$ cat config.mk
export PLATFORM = sky130hd
export DESIGN_NAME = dircc_send_handler_flat
export DESIGN_NICKNAME = d
export VERILOG_FILES = /design/src/rtl/dircc_send_handler_if.sv /design/src/rtl/dircc_send_handler.sv /design/src/flat_wrapper.sv
export SDC_FILE = /design/constraint.sdc
export NUM_CORES = 1
export LEC_CHECK = 0
export ABC_AREA = 0
export BUFFER_PORTS_ARGS = -buffer_cell sky130_fd_sc_hd__clkbuf_2
export CORE_ASPECT_RATIO = 0.7
export CORE_MARGIN = 2
export CORE_UTILIZATION = 48
export DETAILED_ROUTE_END_ITERATION = 10
export GPL_TIMING_DRIVEN = 0
export PLACE_DENSITY_LB_ADDON = 0.15
export SYNTH_ARGS = -nofsm -noshare
export SYNTH_HDL_FRONTEND = slang
export SYNTH_SLANG_ARGS = --single-unit
export TNS_END_PERCENT = 20
$ cat constraint.sdc
create_clock -name clk -period 3.1 [get_ports clk]
set_clock_uncertainty 0.1 [all_clocks]
set_input_delay 0.155 -clock clk [delete_from_list [all_inputs] [get_ports clk]]
set_output_delay 0.155 -clock clk [all_outputs]
set_load 0.02 [all_outputs]
$ cat src/rtl/dircc_send_handler_if.sv
// Packet stream between the send handler (master) and the router (slave).
interface dircc_send_handler_if;
    logic [63:0] packet_out;
    logic        packet_out_valid;
    logic        packet_out_ready;
    logic [7:0]  dest_index;

    modport master (
        output packet_out,
        output packet_out_valid,
        output dest_index,
        input  packet_out_ready
    );

    modport slave (
        input  packet_out,
        input  packet_out_valid,
        input  dest_index,
        output packet_out_ready
    );
endinterface

$ cat src/rtl/dircc_send_handler.sv
// Transmit-side device handler: emits one tick packet per outgoing edge, then writes back count+1 / sent.
// Optional stall timeout with send_error output when DIRCC_SEND_TIMEOUT_EN is defined.
module dircc_send_handler #(
    parameter int ADDRESS_MEM_WIDTH = 32,
    parameter int MAX_FANOUT        = 4,
    parameter int COUNT_WIDTH       = 16,
    parameter int TIMEOUT_CYCLES    = 256,
    localparam int FANOUT_WIDTH     = $clog2(MAX_FANOUT + 1)
) (
    input  logic                         clk,
    input  logic                         reset_n,
    input  logic [ADDRESS_MEM_WIDTH-1:0] address,
    input  logic                         send_req,
    input  logic [FANOUT_WIDTH-1:0]      fanout,
    input  logic [COUNT_WIDTH-1:0]       read_count,
    input  logic                         read_sent,
    dircc_send_handler_if.master         pkt_if,
    output logic                         busy,
    output logic [COUNT_WIDTH-1:0]       write_count,
    output logic                         write_sent,
    output logic                         write_state_valid,
    output logic                         send_done
`ifdef DIRCC_SEND_TIMEOUT_EN
    ,
    output logic                         send_error
`endif
);

    localparam logic [1:0] ST_IDLE   = 2'd0;
    localparam logic [1:0] ST_LOAD   = 2'd1;
    localparam logic [1:0] ST_SEND   = 2'd2;
    localparam logic [1:0] ST_UPDATE = 2'd3;

    logic [1:0]              state_q, state_d;
    logic [15:0]             addr_q, addr_d;
    logic [COUNT_WIDTH-1:0]  count_q, count_d;
    logic [FANOUT_WIDTH-1:0] fanout_q, fanout_d;
    logic [7:0]              edge_q, edge_d;
    logic                    valid_q, valid_d;
    logic [COUNT_WIDTH-1:0]  wcount_q, wcount_d;
    logic                    wsent_q, wsent_d;
    logic                    wsv_q, wsv_d;
    logic                    done_q, done_d;

    // Only the low 16 bits of address and count travel in the packet.
    logic [ADDRESS_MEM_WIDTH+15:0] addr_ext;
    logic [COUNT_WIDTH+15:0]       count_ext;
    logic [COUNT_WIDTH-1:0]        count_sat;
    logic                          last_edge;
    logic                          unused_bits;

    assign addr_ext  = {16'b0, address};
    assign count_ext = {16'b0, count_q};
    assign count_sat = (count_q == {COUNT_WIDTH{1'b1}}) ? count_q : count_q + COUNT_WIDTH'(1);
    assign last_edge = (edge_q == 8'(fanout_q) - 8'd1);
    assign unused_bits = read_sent ^ (^addr_ext[ADDRESS_MEM_WIDTH+15:16])
                       ^ (^count_ext[COUNT_WIDTH+15:16]) ^ (TIMEOUT_CYCLES == 0);

`ifdef DIRCC_SEND_TIMEOUT_EN
    localparam int STALL_WIDTH = $clog2(TIMEOUT_CYCLES + 1);
    logic [STALL_WIDTH-1:0] stall_q, stall_d;
    logic                   err_q, err_d;
`endif

    always_comb begin
        state_d  = state_q;
        addr_d   = addr_q;
        count_d  = count_q;
        fanout_d = fanout_q;
        edge_d   = edge_q;
        valid_d  = valid_q;
        wcount_d = wcount_q;
        wsent_d  = wsent_q;
        wsv_d    = 1'b0;
        done_d   = 1'b0;
`ifdef DIRCC_SEND_TIMEOUT_EN
        stall_d  = stall_q;
        err_d    = 1'b0;
`endif
        case (state_q)
            ST_IDLE: begin
                if (send_req) begin
                    addr_d   = addr_ext[15:0];
                    count_d  = read_count;
                    fanout_d = (fanout > FANOUT_WIDTH'(MAX_FANOUT)) ? FANOUT_WIDTH'(MAX_FANOUT) : fanout;
                    state_d  = ST_LOAD;
                end
            end
            ST_LOAD: begin
                edge_d = 8'd0;
`ifdef DIRCC_SEND_TIMEOUT_EN
                stall_d = '0;
`endif
                if (fanout_q == '0) begin
                    state_d  = ST_UPDATE;
                    wcount_d = count_sat;
                    wsent_d  = 1'b1;
                    wsv_d    = 1'b1;
                    done_d   = 1'b1;
                end else begin
                    state_d = ST_SEND;
                    valid_d = 1'b1;
                end
            end
            ST_SEND: begin
                if (valid_q && pkt_if.packet_out_ready) begin
                    edge_d = edge_q + 8'd1;
`ifdef DIRCC_SEND_TIMEOUT_EN
                    stall_d = '0;
`endif
                    if (last_edge) begin
                        valid_d  = 1'b0;
                        state_d  = ST_UPDATE;
                        wcount_d = count_sat;
                        wsent_d  = 1'b1;
                        wsv_d    = 1'b1;
                        done_d   = 1'b1;
                    end
                end
`ifdef DIRCC_SEND_TIMEOUT_EN
                // Abandon the burst without touching device state.
                else if (valid_q) begin
                    if (stall_q == STALL_WIDTH'(TIMEOUT_CYCLES - 1)) begin
                        valid_d = 1'b0;
                        state_d = ST_UPDATE;
                        err_d   = 1'b1;
                    end else begin
                        stall_d = stall_q + STALL_WIDTH'(1);
                    end
                end
`endif
            end
            ST_UPDATE: state_d = ST_IDLE;
            default:   state_d = ST_IDLE;
        endcase
    end

    always_ff @(posedge clk or negedge reset_n) begin
        if (!reset_n) begin
            state_q  <= ST_IDLE;
            addr_q   <= '0;
            count_q  <= '0;
            fanout_q <= '0;
            edge_q   <= '0;
            valid_q  <= 1'b0;
            wcount_q <= '0;
            wsent_q  <= 1'b0;
            wsv_q    <= 1'b0;
            done_q   <= 1'b0;
`ifdef DIRCC_SEND_TIMEOUT_EN
            stall_q  <= '0;
            err_q    <= 1'b0;
`endif
        end else begin
            state_q  <= state_d;
            addr_q   <= addr_d;
            count_q  <= count_d;
            fanout_q <= fanout_d;
            edge_q   <= edge_d;
            valid_q  <= valid_d;
            wcount_q <= wcount_d;
            wsent_q  <= wsent_d;
            wsv_q    <= wsv_d;
            done_q   <= done_d;
`ifdef DIRCC_SEND_TIMEOUT_EN
            stall_q  <= stall_d;
            err_q    <= err_d;
`endif
        end
    end

    assign pkt_if.packet_out       = {addr_q, count_ext[15:0], edge_q, 24'h0};
    assign pkt_if.packet_out_valid = valid_q;
    assign pkt_if.dest_index       = edge_q;
    assign busy                    = (state_q != ST_IDLE);
    assign write_count             = wcount_q;
    assign write_sent              = wsent_q;
    assign write_state_valid       = wsv_q;
    assign send_done               = done_q;
`ifdef DIRCC_SEND_TIMEOUT_EN
    assign send_error              = err_q;
`endif

endmodule

$ cat src/flat_wrapper.sv
// flat-port wrapper written by rule: the top's interface ports become plain ports
module dircc_send_handler_flat 
#(
    parameter int ADDRESS_MEM_WIDTH = 32,
    parameter int MAX_FANOUT        = 4,
    parameter int COUNT_WIDTH       = 16,
    parameter int TIMEOUT_CYCLES    = 256,
    localparam int FANOUT_WIDTH     = $clog2(MAX_FANOUT + 1)
)
  (clk, reset_n, address, send_req, fanout, read_count, read_sent, busy, write_count, write_sent, write_state_valid, send_done, pkt_if_packet_out, pkt_if_packet_out_valid, pkt_if_dest_index, pkt_if_packet_out_ready);
  dircc_send_handler_if pkt_if_i ();
  input  logic clk;
  input  logic reset_n;
  input  logic [ADDRESS_MEM_WIDTH-1:0] address;
  input  logic send_req;
  input  logic [FANOUT_WIDTH-1:0] fanout;
  input  logic [COUNT_WIDTH-1:0] read_count;
  input  logic read_sent;
  output logic busy;
  output logic [COUNT_WIDTH-1:0] write_count;
  output logic write_sent;
  output logic write_state_valid;
  output logic send_done;
  output wire logic [$bits(pkt_if_i.packet_out)-1:0] pkt_if_packet_out;
  output wire logic [$bits(pkt_if_i.packet_out_valid)-1:0] pkt_if_packet_out_valid;
  output wire logic [$bits(pkt_if_i.dest_index)-1:0] pkt_if_dest_index;
  input wire logic [$bits(pkt_if_i.packet_out_ready)-1:0] pkt_if_packet_out_ready;
  assign pkt_if_packet_out = pkt_if_i.packet_out;
  assign pkt_if_packet_out_valid = pkt_if_i.packet_out_valid;
  assign pkt_if_dest_index = pkt_if_i.dest_index;
  assign pkt_if_i.packet_out_ready = pkt_if_packet_out_ready;
  dircc_send_handler #(.ADDRESS_MEM_WIDTH(ADDRESS_MEM_WIDTH), .MAX_FANOUT(MAX_FANOUT), .COUNT_WIDTH(COUNT_WIDTH), .TIMEOUT_CYCLES(TIMEOUT_CYCLES)) u_core (.clk(clk), .reset_n(reset_n), .address(address), .send_req(send_req), .fanout(fanout), .read_count(read_count), .read_sent(read_sent), .pkt_if(pkt_if_i), .busy(busy), .write_count(write_count), .write_sent(write_sent), .write_state_valid(write_state_valid), .send_done(send_done));
endmodule
==> results of run 1 <==
==> cell type report <==
| class | instances | share of cell area [%] |
|---|---|---|
| buffer | 40 | 6.15 |
| clock buffer | 11 | 3.21 |
| clock inverter | 5 | 1.67 |
| inverter | 11 | 0.875 |
| multi-input combinational | 205 | 32.4 |
| sequential | 64 | 33.9 |
| tap | 94 | 2.49 |
| timing repair buffer | 144 | 19.2 |
==> sequential cells by signal, indices dropped and copies added, names as in the netlist <==
| name | count |
|---|---|
| u_core.addr_q | 16 |
| u_core.count_q | 16 |
| u_core.write_count | 16 |
| u_core.pkt_if.dest_index | 8 |
| u_core.fanout_q | 3 |
| u_core.state_q | 2 |
| u_core.pkt_if.packet_out_valid | 1 |
| u_core.write_sent | 1 |
| u_core.write_state_valid | 1 |
==> worst max-delay path: cells and delay by family (launching register included) <==
| family | cells | cell delay (ns) |
|---|---|---|
| buffers and inverters | 1 | 0.20 |
| AO/OA/AOI/OAI | 2 | 0.63 |
| multiplexers | 1 | 0.30 |
| flip-flops | 1 | 0.47 |
| AND/OR/NAND/NOR | 2 | 0.90 |
==> placed cells by master, fill, tap and decap left out, types with 3 or more instances in the layout <==
master         instances
conb_1                24
and3_1                 7
nand2_1               20
nor2_1                 4
and4_1                 5
mux2_4                 6
clkbuf_2             106
mux2i_1                5
dfrtp_1               64
clkbuf_8              11
xor2_1                 9
buf_4                 33
nand3_1               16
a21oi_1                9
and4_2                 3
ha_1                   8
inv_1                 11
nand2b_1               5
dlygate4sd3_1         37
mux2_2                43
clkbuf_1               6
o21ai_0               14
==> where the power goes <==
group          total (mW)  switching (mW)  internal (mW)  leakage (nW)
logic                2.15            1.19          0.960          1.51
clock network       0.824           0.329          0.495         0.119
registers            1.58           0.365           1.21         0.773
total                4.55            1.88           2.67          2.40
==> per-layer routing <==
layer / GRT usage, % / share of wire, % / wire (um)
met5: 0 / 0 / 0
met4: 8.56 / 1.7 / 138
met3: 7.45 / 8.2 / 663
met2: 34.7 / 45 / 3610
met1: 29.4 / 46 / 3690
==> stage by stage <==
| stage | utilization [%] | hold slack, ns | std cells |
|---|---|---|---|
| after floorplan | - | -0.241 | 320 |
| after global placement | 60.7 | 0.286 | 521 |
| after detailed placement | 60.7 | 0.253 | 521 |
| after CTS | 69.5 | 0.119 | 574 |
| after global routing | 69.5 | 0.154 | 574 |
| final | 69.5 | 0.128 | 574 |
==> logic make-up (layout without fill, tap and decap cells) <==
| kind of cell | Yosys count | after routing | share of synthesized area, % |
|---|---|---|---|
| multiplexers | 54 | 54 | 18.5 |
| flip-flops | 64 | 64 | 47.4 |
| other | 1 | 24 | 0.111 |
| AND/OR/NAND/NOR | 71 | 71 | 11.5 |
| XOR/XNOR | 11 | 11 | 2.85 |
| adder cells (fa/ha/maj) | 8 | 8 | 2.96 |
| buffers and inverters | 51 | 211 | 9.81 |
| AO/OA/AOI/OAI | 37 | 37 | 6.85 |
==> final timing paths <==
path,start,slack [ns],depth (start not counted),endpoint
setup / recovery,u_core.pkt_if.dest_index[3],0.39,6,u_core.write_count[3]
hold / removal,send_req,0.13,3,u_core.state_q[1]
setup reg to reg,u_core.pkt_if.dest_index[3],0.39,6,u_core.write_count[3]
hold reg to reg,u_core.write_sent,0.38,1,u_core.write_sent
max in group asynchronous,reset_n,1.92,2,u_core.pkt_if.dest_index[1]
min in group asynchronous,reset_n,0.38,2,u_core.addr_q[15]
==> impl_metrics.env, run 1 <==
export IMPL_ir_worst_vdd_mv=0.513
export IMPL_slew_headroom_pct=41.1
export IMPL_slew_viol_final=0
export IMPL_postCtsSetupRepairBufs=0
export IMPL_rsz0062_at_grt="false"
export IMPL_worstPathRequired_ns=3.23
export IMPL_antenna_found_initial=0
export IMPL_post_drt_wl_per_cell_um=14.1
export IMPL_crit_path_cell_trace="or4_1 > or3_1 > a21o_2 > o21ai_4 > buf_12 > mux2_4"
export IMPL_synth_distinct_cells=40
export IMPL_synth_seq_cells=64
export IMPL_syn_instance_count=297
export IMPL_dp_hpwl_um=5550
export IMPL_die_h_um=74.2
export IMPL_p_total_mw=4.55
export IMPL_pre_cts_ws_ns=0.422
export IMPL_cp_arrival_ns=2.85
export IMPL_place_area_um2=4120
export IMPL_power_density_nw_per_um2=964
export IMPL_yosysWarnings=0
export IMPL_crit_fanout=10
export IMPL_antennaDiodeCount=0
export IMPL_grt_pass1_vias=2783
export IMPL_cts_root_buf="clkbuf_8"
export IMPL_rows=25
export IMPL_area_delta_synth_final_pct=39.7
export IMPL_ff_latch_area_um2=1600
export IMPL_avgViaCountPerCell=4.89
export IMPL_layout_setup_ws_ns=0.385
export IMPL_slowest_delay_ns=0.54
export IMPL_finalSetupViolations=0
export IMPL_crit_path_start_kind="register"
export IMPL_synth_area_um2=3380
export IMPL_clock_sinks=64
export IMPL_fin_crit_sh_pct=87.6
export IMPL_fp_dieArea_um2=7740
export IMPL_fmax_mhz=368
export IMPL_grt_max_degree=65
export IMPL_synthTopCellsByArea="dfrtp_1 47%, mux2_2 14%, buf_4 7.3%, ha_1 3.0%, mux2_4 2.7%"
export IMPL_cts_buffer_depth=2
export IMPL_dominantRegCellSynth="dfrtp_1"
export IMPL_yosysMostFrequentCell="dfrtp_1"
export IMPL_setup_tns_ns=0
export IMPL_hold_buffers=37
export IMPL_multi_input_area_um2=1530
export IMPL_coreArea_um2=6790
export IMPL_ys_top_cells_by_count="64 x dfrtp_1, 43 x mux2_2, 33 x buf_4"
export IMPL_syn_area_per_cell_um2=11.4
export IMPL_fp_dieW_um=104
export IMPL_dr_pass1_iters=4
export IMPL_globalplace_congestion=0.806
export IMPL_design_area_um2=4720
export IMPL_insertion_delay_ns=0.34
export IMPL_hp_class="in2reg"
export IMPL_synthArstFlopShare_pct=100
export IMPL_grt_use_total_pct=22.3
export IMPL_cts_buffers=9
export IMPL_grt_first_pass_wirelength_um=13500
export IMPL_timing_final_hold_violations=0
export IMPL_drt_iter0_markers=129
export IMPL_drv_cap=0
export IMPL_ios=149
export IMPL_fin_nets=539
export IMPL_yosys_area_top_type="dfrtp_1"
export IMPL_overflow=0
export IMPL_io_buffers=107
export IMPL_tightest_slew_ns=0.884
export IMPL_cts_resized=0
export IMPL_htreeDepth=3
export IMPL_p_leak_nw=2.40
export IMPL_clk_pin_slew_ns=0.07
export IMPL_ys_seq_area_share_pct=47.4
export IMPL_outcome="finished clean"
export IMPL_synth_enable_flop_cells=0
export IMPL_postRouteAntennaNets=0
export IMPL_path_class="reg2reg"
export IMPL_start_util_pct=49.8
export IMPL_vias=2807
export IMPL_yosysTopAreaCellShare_pct=47.4
export IMPL_cp_slowest_cell="or4_1"
export IMPL_remaining_drc_errors=0
export IMPL_routed_wl_um=8100
export IMPL_fin_crit_ns=2.71
export IMPL_drive_gt1_share_pct=44.4
export IMPL_cp_end_kind="register"
export IMPL_cts_tree="built"
export IMPL_nFillCells=541
Power figures use the tool's default switching activity.
==> run 2, diff against run 1 <==
Clock period 3.1 ns to 2.8 ns, I/O delays scaled along.
==> impl_metrics.env, run 2 (synthesized netlist as in run 1, its figures left out) <==
export IMPL_slew_viol_final=0
export IMPL_startpoint="u_core.pkt_if.dest_index[3]"
export IMPL_dr_pass1_iters=4
export IMPL_cts_root_buf="clkbuf_8"
export IMPL_dp_hpwl_um=5550
export IMPL_crit_path_cell_trace="or4_1 > or3_1 > a21o_2 > o21ai_4 > buf_12 > mux2_4"
export IMPL_fp_dieW_um=104
export IMPL_outcome="finished clean"
export IMPL_ios=149
export IMPL_layout_setup_ws_ns=0.115
export IMPL_io_buffers=107
export IMPL_crit_family="simple AND/OR/NAND/NOR gates"
export IMPL_p_leak_nw=2.41
export IMPL_switching_share_pct=41.4
export IMPL_clk_pin_slew_ns=0.07
export IMPL_start_util_pct=49.8
export IMPL_insertion_delay_ns=0.34
export IMPL_remaining_drc_errors=0
export IMPL_slew_headroom_pct=41.2
export IMPL_area_delta_synth_final_pct=40.0
export IMPL_tightest_slew_ns=0.882
export IMPL_post_drt_wl_per_cell_um=14.2
export IMPL_whs_ns=0.128
export IMPL_postRouteAntennaNets=0
export IMPL_ir_worst_vdd_mv=0.567
export IMPL_slowest_delay_ns=0.54
export IMPL_cts_buffers=9
export IMPL_rsz0062_at_grt="false"
export IMPL_cp_arrival_ns=2.81
export IMPL_setup_tns_ns=0
export IMPL_die_h_um=74.2
export IMPL_seq_power_share_pct=34.6
export IMPL_p_comb_share_pct=47.3
export IMPL_pwr_share_clk_pct=18.1
export IMPL_crit_path_start_kind="register"
export IMPL_fin_crit_ns=2.68
export IMPL_drive_gt1_share_pct=44.3
export IMPL_cp_end_kind="register"
export IMPL_pre_cts_ws_ns=0.122
export IMPL_finalSetupViolations=0
export IMPL_grt_use_total_pct=22.4
export IMPL_antenna_found_initial=0
export IMPL_grt_pass1_vias=2802
export IMPL_grt_max_degree=65
export IMPL_fin_crit_sh_pct=95.9
export IMPL_mostFrequentLayoutCells="106 x clkbuf_2, 64 x dfrtp_1, 43 x mux2_2, 38 x dlygate4sd3_1, 33 x buf_4"
export IMPL_power_switching_mw=2.09
export IMPL_fmax_mhz=372
export IMPL_routed_wl_um=8150
export IMPL_timing_final_hold_violations=0
export IMPL_cts_tree="built"
export IMPL_cp_slowest_cell="or4_1"
export IMPL_fin_nets=540
export IMPL_p_int_mw=2.96
export IMPL_cts_resized=0
export IMPL_regToRegStartpoint="u_core.pkt_if.dest_index[3]"
export IMPL_drt_iter0_markers=147
export IMPL_vias=2825
export IMPL_worstPathRequired_ns=2.93
export IMPL_coreArea_um2=6790
export IMPL_overflow=0
export IMPL_hp_class="in2reg"
export IMPL_avgViaCountPerCell=4.91
export IMPL_cts_buffer_depth=2
export IMPL_final_common_cell="clkbuf_2"
export IMPL_critPathBufInv=1
export IMPL_htreeDepth=3
export IMPL_clock_sinks=64
export IMPL_rows=25
export IMPL_crit_fanout=10
export IMPL_power_density_nw_per_um2=1070
export IMPL_antennaDiodeCount=0
export IMPL_grt_first_pass_wirelength_um=13600
export IMPL_drv_cap=0
export IMPL_fp_dieArea_um2=7740
export IMPL_path_class="reg2reg"
export IMPL_globalplace_congestion=0.806
export IMPL_min_delay_start="send_req"
-- run 2: final cells by class --
cell class / count / area, um2
fill: 539 / 2060
sequential: 64 / 1600
multi-input combinational: 205 / 1530
timing repair buffer: 145 / 918
buffer: 40 / 290
clock buffer: 11 / 151
tap: 94 / 118
clock inverter: 5 / 78.8
inverter: 11 / 41.3
-- run 2: power groups by stage --
| stage | Sequential [mW] | Combinational, mW | Clock (mW) |
|---|---|---|---|
| 6_report | 1.75 | 2.39 | 0.913 |
| 4_1_cts | 1.74 | 2.39 | 0.934 |
| 2_1_floorplan | 2.13 | 1.20 | 0 |
| 3_3_place_gp | 1.72 | 2.28 | 0 |
| 5_1_grt | 1.81 | 2.60 | 0.970 |
| 3_5_place_dp | 1.75 | 2.34 | 0 |
-- run 2: final timing paths --
path	slack [ns]	endpoint	cells after the start
max in group asynchronous	1.64	u_core.pkt_if.dest_index[1]	2
min in group asynchronous	0.37	u_core.addr_q[15]	2
max	0.12	u_core.write_count[9]	6
max reg2reg	0.12	u_core.write_count[9]	6
min reg2reg	0.37	u_core.write_sent	1
min	0.13	u_core.state_q[1]	3
-- run 2: worst min-delay path, delay by kind of cell --
kind,cells,cell delay (ns)
AO/OA/AOI/OAI,2,0.28
buffers and inverters,1,0.11
-- run 2: per-stage QoR --
| stage | instances | area [um2] | power, mW | util, % |
|---|---|---|---|---|
| finish | 575 | 4730 | 5.05 | 69.7 |
| global route | 575 | 4730 | 5.38 | 69.7 |
| CTS | 575 | 4730 | 5.06 | 69.7 |
| detailed placement | 521 | 4120 | 4.09 | 60.7 |
| global placement | 521 | 4120 | 4.00 | 60.7 |
| floorplan | 320 | 3460 | 3.33 | - |
-- run 2: what timing repair did --
action / CTS / global route
setup buffers: 0 / 0
setup endpoints to repair: 0 / 6
hold buffers: 38 / 0
hold endpoints to repair: 99 / 0
-- run 2: metal layers --
layer / routed length [um] / track usage, % / up-vias / share of wire, %
met5: 0 / 0 / - / 0
met4: 147 / 8.56 / 0 / 1.8
met3: 664 / 7.45 / 16 / 8.1
met2: 3640 / 35.1 / 131 / 45
met1: 3700 / 29.3 / 1327 / 45
li1: - / - / 1351 / -
==> run 3, diff against run 2 <==
Settings changed: PLACE_DENSITY from default to 0.81, PLACE_DENSITY_LB_ADDON 0.15 to default.
==> impl_metrics.env, run 3 (synthesized netlist as in run 1, its figures left out) <==
export IMPL_finalSetupViolations=0
export IMPL_p_leak_nw=2.37
export IMPL_vias=2833
export IMPL_area_delta_synth_final_pct=38.4
export IMPL_routed_wl_um=8520
export IMPL_clk_pin_slew_ns=0.07
export IMPL_dr_pass1_iters=4
export IMPL_cts_tree="built"
export IMPL_grt_use_total_pct=22.7
export IMPL_avgViaCountPerCell=4.94
export IMPL_postCtsSetupRepairBufs=0
export IMPL_drv_cap=0
export IMPL_cts_buffer_depth=2
export IMPL_cts_buffers=9
export IMPL_pre_cts_ws_ns=0.114
export IMPL_antenna_found_initial=0
export IMPL_layout_setup_ws_ns=0.0840
export IMPL_fp_dieW_um=104
export IMPL_grt_pass1_vias=2745
export IMPL_r2r_slack_ns=0.08
export IMPL_die_h_um=74.2
export IMPL_ir_worst_vdd_mv=0.604
export IMPL_rsz0062_at_grt="false"
export IMPL_cp_end_kind="register"
export IMPL_dp_hpwl_um=5770
export IMPL_fin_nets=538
export IMPL_fin_crit_sh_pct=97.0
export IMPL_antennaDiodeCount=0
export IMPL_slew_viol_final=0
export IMPL_htreeDepth=3
export IMPL_grt_first_pass_wirelength_um=13600
export IMPL_globalplace_congestion=0.817
export IMPL_rows=25
export IMPL_outcome="finished clean"
export IMPL_worstPathRequired_ns=2.92
export IMPL_drive_gt1_share_pct=44.5
export IMPL_timing_final_hold_violations=0
export IMPL_crit_fanout=10
export IMPL_tightest_slew_ns=0.889
export IMPL_remaining_drc_errors=0
export IMPL_coreArea_um2=6790
export IMPL_start_util_pct=49.8
export IMPL_power_density_nw_per_um2=1060
export IMPL_final_common_cell="clkbuf_2"
export IMPL_crit_path_start_kind="register"
export IMPL_grt_max_degree=65
export IMPL_fin_crit_ns=2.72
export IMPL_overflow=0
export IMPL_clock_sinks=64
export IMPL_mostFrequentLayoutCells="106 x clkbuf_2, 64 x dfrtp_1, 43 x mux2_2, 36 x dlygate4sd3_1, 33 x buf_4"
export IMPL_insertion_delay_ns=0.34
export IMPL_cts_resized=0
export IMPL_hp_class="in2reg"
export IMPL_path_class="reg2reg"
export IMPL_nFillCells=539
export IMPL_ios=149
export IMPL_postRouteAntennaNets=0
export IMPL_io_buffers=107
export IMPL_cp_arrival_ns=2.84
export IMPL_drt_iter0_markers=136
export IMPL_slew_headroom_pct=40.7
export IMPL_post_drt_wl_per_cell_um=14.9
export IMPL_fp_dieArea_um2=7740
export IMPL_cts_root_buf="clkbuf_8"
export IMPL_fin_util_pct=68.9
export IMPL_setup_tns_ns=0
export IMPL_fmax_mhz=368
-- run 3: cell types whose count changed in the layout (fill, tap and decap cells not counted) --
cell           before  now
inv_6               0    1
clkbuf_8           11    9
clkinvlp_4          0    3
clkinv_4            1    0
bufinv_16           2    1
dlygate4sd3_1      38   36
-- run 3: worst paths after layout --
path                                                   from                    end  cells past startpoint
worst min register to register            u_core.write_sent      u_core.write_sent                      1
max in group asynchronous                           reset_n  u_core.write_count[6]                      2
worst min-delay path                               send_req      u_core.state_q[1]                      3
worst max register to register  u_core.pkt_if.dest_index[3]  u_core.write_count[9]                      6
worst max-delay path            u_core.pkt_if.dest_index[3]  u_core.write_count[9]                      6
min in group asynchronous                           reset_n      u_core.addr_q[11]                      2
-- run 3: final cells by class --
class	instances	area, um2	area share [%]
Sequential cell	64	1600	34.3
Multi-Input combinational cell	205	1530	32.8
Timing Repair Buffer	143	898	19.2
Buffer	40	290	6.21
Clock buffer	9	124	2.65
Tap cell	94	118	2.52
Clock inverter	7	71.3	1.53
Inverter	11	41.3	0.883
-- run 3: per-layer routing --
layer / wire length (um) / share of wire, % / track usage [%] / up-vias
met4: 217 / 2.5 / 9.76 / 0
li1: - / - / - / 1341
met1: 3660 / 43 / 27.8 / 1356
met5: 0 / 0 / 0 / -
met2: 4210 / 49 / 39.4 / 114
met3: 430 / 5.0 / 5.52 / 22
-- run 3: through the flow --
stage                     std cells  instance area, um2  power [mW]  hold WS, ns
final                           573                4680        4.97        0.145
after global routing            573                4680        5.28        0.159
after CTS                       573                4680        4.97        0.127
after detailed placement        521                4120        4.12        0.245
after global placement          521                4120        3.99        0.271
after floorplan                 320                3460        3.33       -0.256
-- run 3: repair_timing --
item	CTS	global route
hold buffers	36	0
endpoints found under the setup margin	0	0
endpoints found under the hold margin	99	0
-- run 3: power by group --
group	internal [mW]	total [mW]	switching (mW)
Clock	0.411	0.792	0.382
Sequential	1.34	1.76	0.414
Combinational	1.06	2.42	1.36
-- run 3: worst max-delay path, cell delays in order, from the launching register on --
cell,delay [ns]
dfrtp_1,0.47
or4_1,0.55
or3_1,0.37
a21o_2,0.27
o21ai_4,0.35
buf_12,0.20
mux2_4,0.30
